**config.mk**
```make
export PLATFORM = sky130hd
export DESIGN_NAME = fetch_unit_flat
export DESIGN_NICKNAME = d
export VERILOG_FILES = /design/src/rtl/fetch_unit_pkg.sv /design/src/rtl/fetch_unit_if.sv /design/src/rtl/fetch_unit_fifo.sv /design/src/rtl/fetch_unit.sv /design/src/flat_wrapper.sv
export SDC_FILE = /design/constraint.sdc
export NUM_CORES = 1
export LEC_CHECK = 0
export CAP_MARGIN = 30
export CORE_ASPECT_RATIO = 1.2
export CORE_MARGIN = 2
export CORE_UTILIZATION = 45
export CTS_BUF_LIST = sky130_fd_sc_hd__clkbuf_4 sky130_fd_sc_hd__clkbuf_8
export DETAILED_ROUTE_END_ITERATION = 8
export PLACE_DENSITY = 0.77
export SLEW_MARGIN = 40
export SYNTH_ARGS = -nofsm -noshare
export SYNTH_HDL_FRONTEND = slang
export SYNTH_SLANG_ARGS = --single-unit
```
**constraint.sdc**
```tcl
create_clock -name clk -period 4.5 [get_ports clk]
set_input_delay 0.9 -clock clk [delete_from_list [all_inputs] [get_ports clk]]
set_output_delay 0.9 -clock clk [all_outputs]
set_load 0.02 [all_outputs]
```
**src/rtl/fetch_unit_pkg.sv**
```systemverilog
// Shared types and constants for the instruction fetch stage.
package fetch_unit_pkg;

  localparam int XLEN = 32;
  localparam int ILEN = 32;
  localparam logic [XLEN-1:0] RESET_VECTOR = 32'h0000_0000;
  localparam logic [ILEN-1:0] NOP_INSTR    = 32'h0000_0013;

  // One buffered fetch result: instruction word plus the PC it came from.
  typedef struct packed {
    logic [ILEN-1:0] instr;
    logic [XLEN-1:0] pc;
  } fetch_entry_t;

  // Word-align an address by clearing the two byte-offset bits.
  function automatic logic [XLEN-1:0] align_pc(input logic [XLEN-1:0] addr);
    return {addr[XLEN-1:2], 2'b00};
  endfunction

endpackage

```
**src/rtl/fetch_unit_if.sv**
```systemverilog
// Fetch-stage bus bundle: instruction-memory request/response, execute
// redirect and the decode handoff. The master side is the fetch unit.
interface fetch_unit_if;
  import fetch_unit_pkg::*;

  logic            imem_req_valid;
  logic            imem_req_ready;
  logic [XLEN-1:0] imem_req_addr;
  logic            imem_rsp_valid;
  logic [ILEN-1:0] imem_rsp_data;
  logic            redirect_valid;
  logic [XLEN-1:0] redirect_pc;
  logic            id_valid;
  logic            id_ready;
  logic [ILEN-1:0] id_instr;
  logic [XLEN-1:0] id_pc;

  modport master (
    output imem_req_valid, imem_req_addr, id_valid, id_instr, id_pc,
    input  imem_req_ready, imem_rsp_valid, imem_rsp_data,
           redirect_valid, redirect_pc, id_ready
  );

  modport slave (
    input  imem_req_valid, imem_req_addr, id_valid, id_instr, id_pc,
    output imem_req_ready, imem_rsp_valid, imem_rsp_data,
           redirect_valid, redirect_pc, id_ready
  );

endinterface

```
**src/rtl/fetch_unit_fifo.sv**
```systemverilog
// Small synchronous FIFO with flush. DEPTH must be a power of two so the
// pointers wrap naturally. Flush has priority over push and pop.
module fetch_fifo #(
  parameter int DEPTH = 2,
  parameter int WIDTH = 32,
  localparam int AW   = (DEPTH > 1) ? $clog2(DEPTH) : 1
) (
  input  logic             clk,
  input  logic             reset,
  input  logic             flush,
  input  logic             push,
  input  logic [WIDTH-1:0] push_data,
  input  logic             pop,
  output logic [WIDTH-1:0] head,
  output logic [AW:0]      count,
  output logic             full
);

  logic [WIDTH-1:0] mem [DEPTH];
  logic [AW-1:0]    rd_ptr;
  logic [AW-1:0]    wr_ptr;

  // Storage write; contents need no reset because count gates visibility.
  always_ff @(posedge clk) begin
    if (push && !flush) mem[wr_ptr] <= push_data;
  end

  // Pointer and occupancy tracking; simultaneous push and pop keep count.
  always_ff @(posedge clk) begin
    if (reset || flush) begin
      rd_ptr <= '0;
      wr_ptr <= '0;
      count  <= '0;
    end else begin
      if (push) wr_ptr <= wr_ptr + 1'b1;
      if (pop)  rd_ptr <= rd_ptr + 1'b1;
      case ({push, pop})
        2'b10:   count <= count + 1'b1;
        2'b01:   count <= count - 1'b1;
        default: ;
      endcase
    end
  end

  assign head = mem[rd_ptr];
  assign full = (count == DEPTH[AW:0]);

endmodule

```
**src/rtl/fetch_unit.sv**
```systemverilog
// RV32I instruction fetch stage: owns the PC, issues word fetches under a
// credit limit, buffers in-order responses for decode and kills wrong-path
// work on an execute redirect.
// Optional build macro FETCH_PERF_CNT_EN adds perf_fetched/perf_stall/perf_flush.
module fetch_unit
  import fetch_unit_pkg::*;
#(
  parameter logic [XLEN-1:0] RESET_PC   = RESET_VECTOR,
  parameter int              FIFO_DEPTH = 2
) (
  input  logic        clk,
  input  logic        reset,
  fetch_unit_if.master bus
`ifdef FETCH_PERF_CNT_EN
  ,
  output logic [31:0] perf_fetched,
  output logic [31:0] perf_stall,
  output logic [31:0] perf_flush
`endif
);

  localparam int CW = $clog2(FIFO_DEPTH) + 1;
  localparam logic [CW:0] CREDIT = FIFO_DEPTH[CW:0];

  logic [XLEN-1:0] pc;
  logic [CW-1:0]   outstanding;
  logic [CW-1:0]   discard;
  logic [CW-1:0]   buf_count;
  logic [CW-1:0]   tag_count;
  logic            buf_full;
  logic            tag_full;
  fetch_entry_t    buf_head;
  fetch_entry_t    buf_push_data;
  logic [XLEN-1:0] tag_head;
  logic            credit_ok;
  logic            req_fire;
  logic            rsp_keep;
  logic            id_fire;

  // Outstanding requests plus buffered words may never exceed the buffer
  // size, so every response is guaranteed a slot.
  assign credit_ok          = ({1'b0, outstanding} + {1'b0, buf_count}) < CREDIT;
  assign bus.imem_req_valid = !reset && !bus.redirect_valid && credit_ok;
  assign bus.imem_req_addr  = pc;
  assign req_fire           = bus.imem_req_valid && bus.imem_req_ready;

  // A response arriving with a redirect belongs to the old path and is dropped.
  assign rsp_keep      = bus.imem_rsp_valid && (discard == '0) && !bus.redirect_valid;
  assign id_fire       = bus.id_valid && bus.id_ready && !bus.redirect_valid;
  assign buf_push_data = '{instr: bus.imem_rsp_data, pc: tag_head};

  assign bus.id_valid = !reset && (buf_count != '0);
  assign bus.id_instr = bus.id_valid ? buf_head.instr : '0;
  assign bus.id_pc    = bus.id_valid ? buf_head.pc    : '0;

  fetch_fifo #(.DEPTH(FIFO_DEPTH), .WIDTH($bits(fetch_entry_t))) u_instr_buf (
    .clk       (clk),
    .reset     (reset),
    .flush     (bus.redirect_valid),
    .push      (rsp_keep),
    .push_data (buf_push_data),
    .pop       (id_fire),
    .head      (buf_head),
    .count     (buf_count),
    .full      (buf_full)
  );

  // Tags of in-flight requests; never flushed by a redirect because the
  // dropped responses still have to consume their tags.
  fetch_fifo #(.DEPTH(FIFO_DEPTH), .WIDTH(XLEN)) u_pc_tags (
    .clk       (clk),
    .reset     (reset),
    .flush     (1'b0),
    .push      (req_fire),
    .push_data (pc),
    .pop       (bus.imem_rsp_valid),
    .head      (tag_head),
    .count     (tag_count),
    .full      (tag_full)
  );

  // PC, in-flight count and wrong-path discard count; redirect wins over issue.
  always_ff @(posedge clk) begin
    if (reset) begin
      pc          <= RESET_PC;
      outstanding <= '0;
      discard     <= '0;
    end else begin
      outstanding <= outstanding + CW'(req_fire) - CW'(bus.imem_rsp_valid);
      if (bus.redirect_valid) begin
        pc      <= align_pc(bus.redirect_pc);
        discard <= outstanding - CW'(bus.imem_rsp_valid);
      end else begin
        if (req_fire) pc <= pc + 32'd4;
        if (bus.imem_rsp_valid && (discard != '0)) discard <= discard - 1'b1;
      end
    end
  end

  a_rsp_has_request: assert property (@(posedge clk) disable iff (reset)
    bus.imem_rsp_valid |-> (outstanding != '0));
  a_tags_track_outstanding: assert property (@(posedge clk) disable iff (reset)
    (tag_count == outstanding) && !(tag_full && req_fire && !bus.imem_rsp_valid));
  a_buf_no_overflow: assert property (@(posedge clk) disable iff (reset)
    !(buf_full && rsp_keep && !id_fire));

`ifdef FETCH_PERF_CNT_EN
  // Free-running event counters, wrapping at 2^32.
  always_ff @(posedge clk) begin
    if (reset) begin
      perf_fetched <= '0;
      perf_stall   <= '0;
      perf_flush   <= '0;
    end else begin
      if (id_fire)            perf_fetched <= perf_fetched + 32'd1;
      if (!bus.id_valid)      perf_stall   <= perf_stall + 32'd1;
      if (bus.redirect_valid) perf_flush   <= perf_flush + 32'd1;
    end
  end
`endif

endmodule

```
**src/flat_wrapper.sv**
```systemverilog
// flat-port wrapper written by rule: the top's interface ports become plain ports
module fetch_unit_flat import fetch_unit_pkg::*;
#(
  parameter logic [XLEN-1:0] RESET_PC   = RESET_VECTOR,
  parameter int              FIFO_DEPTH = 2
)
  (clk, reset, bus_imem_req_valid, bus_imem_req_addr, bus_id_valid, bus_id_instr, bus_id_pc, bus_imem_req_ready, bus_imem_rsp_valid, bus_imem_rsp_data, bus_redirect_valid, bus_redirect_pc, bus_id_ready);
  fetch_unit_if bus_i ();
  input  logic clk;
  input  logic reset;
  output wire logic [$bits(bus_i.imem_req_valid)-1:0] bus_imem_req_valid;
  output wire logic [$bits(bus_i.imem_req_addr)-1:0] bus_imem_req_addr;
  output wire logic [$bits(bus_i.id_valid)-1:0] bus_id_valid;
  output wire logic [$bits(bus_i.id_instr)-1:0] bus_id_instr;
  output wire logic [$bits(bus_i.id_pc)-1:0] bus_id_pc;
  input wire logic [$bits(bus_i.imem_req_ready)-1:0] bus_imem_req_ready;
  input wire logic [$bits(bus_i.imem_rsp_valid)-1:0] bus_imem_rsp_valid;
  input wire logic [$bits(bus_i.imem_rsp_data)-1:0] bus_imem_rsp_data;
  input wire logic [$bits(bus_i.redirect_valid)-1:0] bus_redirect_valid;
  input wire logic [$bits(bus_i.redirect_pc)-1:0] bus_redirect_pc;
  input wire logic [$bits(bus_i.id_ready)-1:0] bus_id_ready;
  assign bus_imem_req_valid = bus_i.imem_req_valid;
  assign bus_imem_req_addr = bus_i.imem_req_addr;
  assign bus_id_valid = bus_i.id_valid;
  assign bus_id_instr = bus_i.id_instr;
  assign bus_id_pc = bus_i.id_pc;
  assign bus_i.imem_req_ready = bus_imem_req_ready;
  assign bus_i.imem_rsp_valid = bus_imem_rsp_valid;
  assign bus_i.imem_rsp_data = bus_imem_rsp_data;
  assign bus_i.redirect_valid = bus_redirect_valid;
  assign bus_i.redirect_pc = bus_redirect_pc;
  assign bus_i.id_ready = bus_id_ready;
  fetch_unit #(.RESET_PC(RESET_PC), .FIFO_DEPTH(FIFO_DEPTH)) u_core (.clk(clk), .reset(reset), .bus(bus_i));
endmodule
```
==> flow_summary.json <==
{
  "setup_tns_ps": 0,
  "crit_required_ps": 3600,
  "synthArstFlopShare_pct": 0,
  "worst_clock_skew_ps": 21.6,
  "intPower_mw": 3.64,
  "hold_viol_final": 0,
  "die-area_um2": 21500,
  "timing.rr.start": "u_core.u_instr_buf.count[0]",
  "syn_avg_cell_area_um2": 14.2,
  "start_util_pct": 45.6,
  "crit_slowest_cell": "clkdlybuf4s50_1",
  "clk_latency_ps": 510,
  "cts.repair.resized": 0,
  "cpMostUsedCell": "clkdlybuf4s50_1",
  "synth-warning-count": 0,
  "post-place-ws_ps": 587,
  "gp_congestion": 0.860,
  "synth_edf_count": 184,
  "crit_type": "in -> out",
  "cts_buffers": 35,
  "pwr-share-clk_pct": 39.6,
  "period_needed_ps": 3880,
  "clockRootBuffer": "clkbuf_8",
  "coreArea_um2": 20100,
  "path_cells": "clkdlybuf4s50_1 > inv_1 > o21ai_4 > buf_4 > nor2_1 > clkdlybuf4s50_1",
  "fill_cells": 1578,
  "grt_usage_pct": 18.3,
  "tightest_slew_ps": 763,
  "syn_area_um2": 9160,
  "fin_util_pct": 59.2,
  "crit_path_start_kind": "input pin",
  "avgViaCountPerCell": 5.26,
  "area_growth_pct": 30.0,
  "die_x_um": 134,
  "hold_start": "u_core.u_instr_buf.rd_ptr",
  "syn_inst": 647,
  "synth_seq_cells": 226,
  "fp-row-count": 57,
  "power_mw": 4.64,
  "dr.first_iter.drc_count": 359,
  "wl_per_cell_um": 17.7,
  "max_freq_ghz": 0.258,
  "drive_gt1_share_pct": 12.8,
  "endpoint_kind": "primary output",
  "cts_tree": "done",
  "grt_pass1_wl_mm": 30.5,
  "setup_viol": 0,
  "p_comb_share_pct": 8.4,
  "route.detailed.drc": 0,
  "ios": 168,
  "slew_headroom_pct": 49.0,
  "antenna_found_initial": 0,
  "cts.sinks": 226,
  "crit_family": "buffers and inverters",
  "rsz0062_at_grt": "false",
  "critPathArrivalTime_ps": 2980,
  "hp-class": "reg -> reg",
  "antennaDiodeCount": 0,
  "grt_pass1_vias": 5763,
  "synth_ff_type": "edfxtp_1",
  "pwr-share-seq_pct": 52.0,
  "finalNetCount": 900,
  "htreeDepth": 2,
  "dr.pass1.iters": 5,
  "final-seq-area_um2": 6370,
  "critPathLaunch": "reset",
  "dp_hpwl_mm": 12.9,
  "ir_worst_vdd_mv": 0.194,
  "seq_area_frac_synth_pct": 69.5,
  "grt_overflow": 0,
  "synth_cell_types": 52,
  "grt_max_degree": 64,
  "hold_buffers": 0,
  "post_cts_buffers": 0,
  "drt_wl_total_mm": 19.8,
  "critPathBufInv": 4,
  "clk_pin_slew_ps": 60,
  "die_h_um": 160,
  "sw_frac_of_total_pct": 21.6,
  "status": "completed",
  "p_sw_mw": 1.00,
  "num_vias": 5869,
  "path_max_fanout": 63,
  "multi_input_area_um2": 2650,
  "power.leakage_nw": 3.85,
  "slew_viol_final": 0,
  "clock_path_buffers": 3,
  "fin_crit_sh_pct": 86.1,
  "port_buffers": 161,
  "setup_slack_ps": 625,
  "slowest_delay_ps": 580,
  "powerDensity_nw_per_um2": 390,
  "ant_nets": 0,
  "maxCapViolCount": 0
}
synth_stat cells, types with 2 or more instances:
| master | instances | area (um^2) |
|---|---|---|
| edfxtp_1 | 184 | 5530 |
| nor2_1 | 100 | 375 |
| mux2i_1 | 63 | 631 |
| dfxtp_1 | 42 | 841 |
| mux2_2 | 30 | 338 |
| clkbuf_1 | 26 | 97.6 |
| nand2_1 | 19 | 71.3 |
| nand3_1 | 19 | 95.1 |
| xnor2_1 | 12 | 105 |
| or4_1 | 11 | 82.6 |
| a211oi_1 | 10 | 75.1 |
| a311oi_1 | 10 | 87.6 |
| inv_1 | 10 | 37.5 |
| nand4_1 | 9 | 56.3 |
| nor3_1 | 9 | 45.0 |
| o21ai_0 | 7 | 35.0 |
| o31ai_1 | 7 | 52.6 |
| a21oi_1 | 6 | 30.0 |
| and4_1 | 6 | 52.6 |
| xor2_1 | 6 | 52.6 |
| and3_1 | 5 | 31.3 |
| nor4_1 | 5 | 31.3 |
| or3_1 | 5 | 31.3 |
| buf_4 | 4 | 30.0 |
| ha_1 | 4 | 50.1 |
| a211o_1 | 3 | 26.3 |
| buf_1 | 3 | 11.3 |
| a21boi_0 | 2 | 15.0 |
| a31oi_1 | 2 | 12.5 |
| a32oi_1 | 2 | 17.5 |
| nand2b_1 | 2 | 12.5 |
| o211ai_1 | 2 | 15.0 |
| o311a_1 | 2 | 20.0 |
| o311ai_0 | 2 | 17.5 |
cell type report:
class	instances	share of cell area, %
Inverter	11	0.347
Clock buffer	54	5.50
Clock inverter	9	0.977
Multi-Input combinational cell	379	22.3
Sequential cell	226	53.5
Tap cell	265	2.78
Timing Repair Buffer	172	14.6
metrics by stage:
step,instances,cell area [um^2],hold slack (ps)
floorplan,650,9170,472
global placement,1053,11100,490
detailed placement,1053,11100,494
CTS,1116,11900,511
global route,1116,11900,552
finish,1116,11900,506
flip-flops by register name, summed over array words and instances, names as in the netlist, named ones only:
register / cells
u_core.discard: 2
u_core.outstanding: 2
u_core.u_pc_tags.rd_ptr: 1
u_core.u_pc_tags.mem: 60
u_core.u_instr_buf.count: 2
u_core.u_instr_buf.wr_ptr: 1
u_core.u_pc_tags.wr_ptr: 1
u_core.u_instr_buf.mem: 124
u_core.bus.imem_req_addr: 30
u_core.u_instr_buf.rd_ptr: 1
final timing paths:
| check | slack (ps) | cells past startpoint | endpoint |
|---|---|---|---|
| setup / recovery | 620 | 6 | bus_id_pc[29] |
| hold / removal | 510 | 2 | u_core.u_instr_buf.rd_ptr |
| setup reg to reg | 1440 | 6 | u_core.bus.imem_req_addr[23] |
| hold reg to reg | 510 | 2 | u_core.u_instr_buf.rd_ptr |
kinds of logic (layout without fill, tap and decap cells):
kind of cell             after synthesis  count (layout)  share of synthesized area, %
flip-flops                           226             226                          69.5
other                                  1               4                        0.0409
AND/OR/NAND/NOR                      198             198                          10.4
XOR/XNOR                              18              18                          1.72
AO/OA/AOI/OAI                         61              61                          4.96
buffers and inverters                 45             246                          2.02
multiplexers                          93              93                          10.6
adder cells (fa/ha/maj)                5               5                         0.765
layout by cell type, fill, tap and decap left out, types with 4 or more instances in the layout:
| master | count |
|---|---|
| clkinv_1 | 4 |
| o31ai_1 | 7 |
| edfxtp_1 | 184 |
| inv_1 | 10 |
| nor4_1 | 5 |
| mux2i_1 | 63 |
| buf_12 | 4 |
| and4_1 | 6 |
| a311oi_1 | 10 |
| clkbuf_8 | 40 |
| a21oi_1 | 6 |
| nand3_1 | 19 |
| xnor2_1 | 12 |
| or4_1 | 11 |
| a211oi_1 | 10 |
| nand4_1 | 9 |
| and3_1 | 5 |
| conb_1 | 4 |
| xor2_1 | 6 |
| buf_4 | 7 |
| clkbuf_4 | 14 |
| mux2_2 | 30 |
| clkdlybuf4s50_1 | 161 |
| o21ai_0 | 7 |
| or3_1 | 5 |
| nand2_1 | 19 |
| nor2_1 | 97 |
| dfxtp_1 | 41 |
| nor3_1 | 9 |
| ha_1 | 4 |
routing by layer:
layer  routed length (um)  GRT usage [%]  share of wire [%]  vias to the layer above
li1                     -              -                  -                     2813
met2                10100           31.6                 51                      196
met5                    0              0                  0                        -
met3                 1250           4.39                6.3                       48
met4                  624           8.23                3.2                        0
met1                 7830           21.5                 40                     2812
power by group through the flow:
| stage | sequential (mW) | clock, mW | combinational [mW] |
|---|---|---|---|
| floorplan | 2.46 | 0 | 0.193 |
| global placement | 2.45 | 0 | 0.384 |
| detailed placement | 2.46 | 0 | 0.392 |
| CTS | 2.41 | 1.89 | 0.395 |
| global route | 2.42 | 1.98 | 0.422 |
| finish | 2.41 | 1.84 | 0.390 |
worst register-to-register path: cells and delay by family, from the launching register on:
kind | cells | cell delay (ps)
adder cells (fa/ha/maj) | 1 | 470
flip-flops | 1 | 460
AND/OR/NAND/NOR | 4 | 1880
AO/OA/AOI/OAI | 1 | 150
(Power assumes the default switching activity.)
